[config.mk]
export PLATFORM = sky130hd
export DESIGN_NAME = imem_server
export DESIGN_NICKNAME = d
export VERILOG_FILES = /design/src/rtl/imem_pkg.sv /design/src/rtl/imem_array.sv /design/src/rtl/imem_server.sv
export SDC_FILE = /design/constraint.sdc
export NUM_CORES = 2
export LEC_CHECK = 0
export ABC_AREA = 0
export BUFFER_PORTS_ARGS = -buffer_cell sky130_fd_sc_hd__buf_2
export CORE_UTILIZATION = 55
export CTS_CLUSTER_DIAMETER = 100
export CTS_CLUSTER_SIZE = 16
export DETAILED_ROUTE_END_ITERATION = 12
export GPL_TIMING_DRIVEN = 0
export PLACE_DENSITY = 0.71
export SETUP_SLACK_MARGIN = 0.3
export SLEW_MARGIN = 20
export SYNTH_ARGS = -nofsm -noshare
export SYNTH_HDL_FRONTEND = slang
export SYNTH_SLANG_ARGS = --single-unit
export TNS_END_PERCENT = 100
[constraint.sdc]
create_clock -name clk -period 4.1 [get_ports clk]
set_input_delay 0.41 -clock clk [delete_from_list [all_inputs] [get_ports clk]]
set_output_delay 0.41 -clock clk [all_outputs]
set_load 0.1 [all_outputs]
[src/rtl/imem_pkg.sv]
// imem_pkg: shared definitions for the instruction-memory responder.
//   imem_state_t : LOAD (core held, program streaming in) / RUN (serving fetches)
//   IMEM_DEPTH   : default number of 32-bit instruction words
//   IMEM_ADDR_W  : default memory index width, log2(IMEM_DEPTH)
//   IMEM_NOP     : default word returned for out-of-range or held fetches
package imem_pkg;

  typedef enum logic {
    LOAD = 1'b0,
    RUN  = 1'b1
  } imem_state_t;

  localparam int          IMEM_DEPTH  = 64;
  localparam int          IMEM_ADDR_W = 6;
  localparam logic [31:0] IMEM_NOP    = 32'h0000_0000;

endpackage

[src/rtl/imem_array.sv]
// imem_array: DEPTH x 32 instruction storage, synchronous write, asynchronous read.
// Ports:
//   clk   in  : rising-edge write clock
//   we    in  : write enable
//   waddr in  : write index
//   wdata in  : word to store
//   raddr in  : read index
//   rdata out : word at raddr, combinational
// The array carries no reset; stale words are hidden by the range check upstream.
module imem_array #(
  parameter int DEPTH  = 64,
  parameter int ADDR_W = 6
) (
  input  logic              clk,
  input  logic              we,
  input  logic [ADDR_W-1:0] waddr,
  input  logic [31:0]       wdata,
  input  logic [ADDR_W-1:0] raddr,
  output logic [31:0]       rdata
);

  logic [31:0] mem [DEPTH];

  // Storage write port.
  always_ff @(posedge clk) begin
    if (we) begin
      mem[waddr] <= wdata;
    end
  end

  // Zero-latency read: the core latches Instr on the same edge that moves PC.
  assign rdata = mem[raddr];

endmodule

[src/rtl/imem_server.sv]
// imem_server: instruction-memory responder for the mips_vf multicycle core.
// A program is streamed in over a valid/ready load port while the core is held
// in reset; afterwards the word-addressed PC is answered combinationally.
// Ports:
//   clk, reset         : rising-edge clock, synchronous active-high reset
//   load_valid/ready   : load stream handshake, one word per cycle
//   load_data          : instruction word to store
//   load_last          : final program word marker
//   reload             : in RUN, restart loading and re-hold the core
//   PC / Instr         : word-index fetch address / instruction returned
//   core_hold          : high while loading, OR'd into the core reset
//   prog_len           : number of words loaded
//   oob                : PC at or beyond prog_len while in RUN
//   checksum           : additive checksum of loaded words
// Optional feature macro: IMEM_CHECKSUM_EN (undefined: checksum tied to zero).
module imem_server
  import imem_pkg::*;
#(
  parameter int          DEPTH    = IMEM_DEPTH,
  parameter int          ADDR_W   = IMEM_ADDR_W,
  parameter logic [31:0] NOP_WORD = IMEM_NOP
) (
  input  logic            clk,
  input  logic            reset,
  input  logic            load_valid,
  input  logic [31:0]     load_data,
  input  logic            load_last,
  output logic            load_ready,
  input  logic            reload,
  input  logic [31:0]     PC,
  output logic [31:0]     Instr,
  output logic            core_hold,
  output logic [ADDR_W:0] prog_len,
  output logic            oob,
  output logic [31:0]     checksum
);

  localparam logic [ADDR_W:0] ZERO_PTR = {(ADDR_W+1){1'b0}};
  localparam logic [ADDR_W:0] ONE_PTR  = {{ADDR_W{1'b0}}, 1'b1};
  localparam logic [ADDR_W:0] FULL_PTR = (ADDR_W+1)'(DEPTH);
  localparam logic [ADDR_W:0] LAST_PTR = (ADDR_W+1)'(DEPTH - 1);

  imem_state_t     state_r;
  logic [ADDR_W:0] wr_ptr_r;
  logic            accept_s;
  logic            in_range_s;
  logic [31:0]     len_ext_s;
  logic [31:0]     rd_data_s;

  // wr_ptr reaches DEPTH only on the edge that also enters RUN, so in LOAD
  // the pointer compare alone decides readiness.
  assign load_ready = (state_r == LOAD) && (wr_ptr_r != FULL_PTR);
  assign accept_s   = load_valid && load_ready;
  assign core_hold  = (state_r == LOAD);
  assign prog_len   = wr_ptr_r;
  assign len_ext_s  = {{(31-ADDR_W){1'b0}}, wr_ptr_r};

  // Load/run sequencing and write pointer.
  always_ff @(posedge clk) begin
    if (reset) begin
      state_r  <= LOAD;
      wr_ptr_r <= ZERO_PTR;
    end else begin
      case (state_r)
        LOAD: begin
          if (accept_s) begin
            wr_ptr_r <= wr_ptr_r + ONE_PTR;
            // Leave LOAD on the marked last word or when the array fills.
            if (load_last || (wr_ptr_r == LAST_PTR)) begin
              state_r <= RUN;
            end
          end
        end
        RUN: begin
          if (reload) begin
            state_r  <= LOAD;
            wr_ptr_r <= ZERO_PTR;
          end
        end
        default: begin
          state_r  <= LOAD;
          wr_ptr_r <= ZERO_PTR;
        end
      endcase
    end
  end

`ifdef IMEM_CHECKSUM_EN
  logic [31:0] checksum_r;

  // Running modulo-2^32 sum of accepted words, cleared with the pointer.
  always_ff @(posedge clk) begin
    if (reset) begin
      checksum_r <= 32'h0000_0000;
    end else if ((state_r == RUN) && reload) begin
      checksum_r <= 32'h0000_0000;
    end else if (accept_s) begin
      checksum_r <= checksum_r + load_data;
    end else begin
      checksum_r <= checksum_r;
    end
  end

  assign checksum = checksum_r;
`else
  assign checksum = 32'h0000_0000;
`endif

  // Fetch range check uses the full 32-bit PC so aliased high addresses miss.
  always_comb begin
    in_range_s = 1'b0;
    Instr      = NOP_WORD;
    oob        = 1'b0;
    if (state_r == RUN) begin
      in_range_s = (PC < len_ext_s);
      oob        = !in_range_s;
      if (in_range_s) begin
        Instr = rd_data_s;
      end else begin
        Instr = NOP_WORD;
      end
    end else begin
      in_range_s = 1'b0;
      Instr      = NOP_WORD;
      oob        = 1'b0;
    end
  end

  imem_array #(
    .DEPTH (DEPTH),
    .ADDR_W(ADDR_W)
  ) u_array (
    .clk  (clk),
    .we   (accept_s && !reset),
    .waddr(wr_ptr_r[ADDR_W-1:0]),
    .wdata(load_data),
    .raddr(PC[ADDR_W-1:0]),
    .rdata(rd_data_s)
  );

endmodule

==> metrics.cfg <==
[global_route]
grt_max_degree = 65
grt_pass1_vias = 41630
overflow = 0
antenna_found_initial = 12
track_usage_pct = 34.83
grt_pass1_wl_um = 339800

[detailed_routing]
drtPass1Iterations = 5
wl_per_cell_um = 42.99
vias = 42988
drc = 0
ant_nets = 0
drtIter0Drc = 8688
viasPerCell = 7.273
routed_wl_um = 254100

[critical_path]
critical_path_required_ns = 3.69
rr_endpoint = u_array.mem[20][22]
regToRegStartpoint = prog_len[3]
worstSetupPathType = in -> out
crit_arrival_ns = 3.65
critPathMaxFanout = 10
reg2reg_slack_ns = 0.33
reg2regPathDepth = 9
end_kind = output port
critPathLaunchType = input port

[final_layout]
multiInputGateArea_um2 = 17190
ff_latch_area_um2 = 61680
fin_nets = 4071
fillers = 8943
fin_cells = 5911
design_area_um2 = 92340
drive_above_1_share_pct = 35.46
synthToLayoutAreaGrowth_pct = 16.50

[floorplan]
dieArea_um2 = 145600
start_util_pct = 55.71
chipWidth_um = 381.6
ioPinCount = 143
rows = 138
dieHeight_um = 381.6
coreArea_um2 = 142300

[timing]
timing.final.crit_share_pct = 98.93
max_freq_mhz = 246.6
final-setup-viol-count = 0
slew_viol_final = 0
setup_tns_ns = 0
hold_viol = 0
slew_headroom_pct = 20.09
rsz0062_at_grt = true
tightest_slew_ns = 1.199
finalCriticalPeriod_ns = 4.056
finClkSkew_ns = 0.03831

[synth]
synth_ff_type = edfxtp_1
post-synth-top-count-cell = edfxtp_1
yosysTopAreaCell = edfxtp_1
syn_inst = 3456
synthDistinctLibCells = 59
yosysSeqAreaShare_pct = 77.79
ys_warn_count = 0
yosys-top-cells-area = edfxtp_1 78%, mux4_2 15%, a22oi_1 0.93%, nor2_1 0.67%, mux2i_1 0.53%
netlist_area_um2 = 79260
async_flop_share_pct = 0
synth_area_per_cell_um2 = 22.93
ys_seq_elements = 2056
netlist.area_leader.share_pct = 77.59
synth_edf_count = 2048
ys_top_cells_by_count = 2,048 x edfxtp_1, 533 x mux4_2, 141 x nor2_1

[clocking]
cts_max_level = 4
path_clk_slew_ns = 0.07
cts_buffers = 147
clockRootBuffer = clkbuf_16
clk_path_buf_depth = 3
cts_tree = built
clock-sinks = 2056
clock_latency_ns = 0.81

[place]
dp_hpwl_um = 160700
io_buffers = 109
dp_cells = 5617
dpl_cell_area_um2 = 86180
gp_congestion = 0.8651

[power_and_ir_drop]
clockPowerShare_pct = 34.8
internal-power_w = 0.03061
ir_worst_vdd_uv = 389.6
p_seq_share_pct = 58.9
p_leak_nw = 29.02
power_frac_comb_pct = 6.3
power_w = 0.03925
power.density_nw_per_um2 = 425.1
netSwitchingFraction_pct = 22.01
p_switching_w = 0.008639

[hold_path]
min-delay-start = load_data[9]
whs_path_depth = 1
hold_class = in -> reg
whs_endpoint = u_array.mem[50][9]

[outcome]
status = complete, no violations

[job]
maxCapViolCount = 0

[worst max-delay path by stage]
stage                startpoint            endpoint  slack (ns)  cells past startpoint
floorplan           prog_len[0]  u_array.mem[62][0]       -0.11                      8
global placement    prog_len[3]  u_array.mem[11][5]       -2.77                      8
detailed placement        PC[2]           Instr[10]       -1.06                     11
CTS                       PC[2]           Instr[10]        0.14                     11
global route        prog_len[5]           Instr[31]        0.11                     13
finish                    PC[4]           Instr[16]        0.04                      8
[cell type report]
cell class,count,share of cell area [%]
inverter,12,0.06097
multi-input combinational,1203,18.61
sequential,2056,66.79
buffer,216,1.966
clock inverter,11,0.1680
timing repair buffer,358,5.648
antenna,5,0.01355
clock buffer,160,4.175
tap,1890,2.561
[worst max-delay path: stages]
cell and delay, ns:
buf_2 0.17, clkbuf_2 0.34, nand2b_1 0.18, clkbuf_1 0.61, buf_2 0.63, o22ai_1 0.39
nor4b_4 0.58, buf_6 0.30
[registers in the layout, summed over array words and instances (netlist names)]
signal	count
state_r	1
prog_len	7
u_array.mem	2048
[kinds of logic (layout without fill, tap and decap cells)]
group	count (synthesis)	after routing	share of synthesized area, %
buffers and inverters	228	757	1.961
XOR/XNOR	5	5	0.05525
other	1	37	0.004731
multiplexers	586	586	15.95
flip-flops	2056	2056	77.79
adder cells (fa/ha/maj)	8	8	0.1263
AO/OA/AOI/OAI	265	265	2.287
AND/OR/NAND/NOR	307	307	1.825
[placed cells by master, fill, tap and decap left out, drive strengths merged, types with 5 or more instances in the layout]
cell type  netlist  final
buf            162    514
conb             1     32
nor3            13     13
edfxtp        2048   2048
a2111oi          5      5
o22ai           22     22
clkinv           0      6
mux2             5      5
nand2b          12     12
inv             12     16
diode            0      5
nor2b            9      9
clkbuf          54    214
nor2           141    141
a22oi           98     98
nand3           25     25
a21oi           66     66
xnor2            5      5
nand2           54     54
o221ai           5      5
ha               8      8
mux2i           42     42
a221oi          14     14
and2            11     11
dfxtp            8      8
mux4           539    539
nor4            22     22
o21ai           25     25
[per-stage QoR]
step | hold WS (ns) | util (%) | setup WS, ns
2_1_floorplan | 0.4656 | - | -0.1093
3_3_place_gp | 0.4868 | 58.02 | -2.772
3_5_place_dp | 0.4927 | 60.57 | -1.059
4_1_cts | 0.1165 | 64.56 | 0.1361
5_1_grt | 0.02148 | 64.90 | 0.1060
6_report | 0.03320 | 64.90 | 0.04404
[power groups by stage]
stage	logic [W]	clock network (W)	registers, W
6_report	0.00246	0.0137	0.0231
5_1_grt	0.00250	0.0143	0.0231
4_1_cts	0.00236	0.0136	0.0231
3_5_place_dp	0.00229	0	0.0236
3_3_place_gp	0.00222	0	0.0236
2_1_floorplan	0.00129	0	0.0236
[per-layer routing]
| metal | vias up | share of wire (%) | global-route usage (%) |
|---|---|---|---|
| li1 | 15655 | - | - |
| met1 | 22219 | 33 | 46.39 |
| met2 | 4276 | 45 | 50.91 |
| met3 | 830 | 15 | 11.37 |
| met4 | 8 | 6.7 | 20.01 |
| met5 | - | 0.019 | 0 |
[repair_timing]
item	CTS	global route
endpoints found under the hold margin	3	0
pin swaps	35	14
gates cloned	1	0
resized for setup	237	48
hold buffers	4	0
buffers inserted	88	24
endpoints found under the setup margin	1153	1715
No activity file was read; power rests on OpenSTA's default activity.
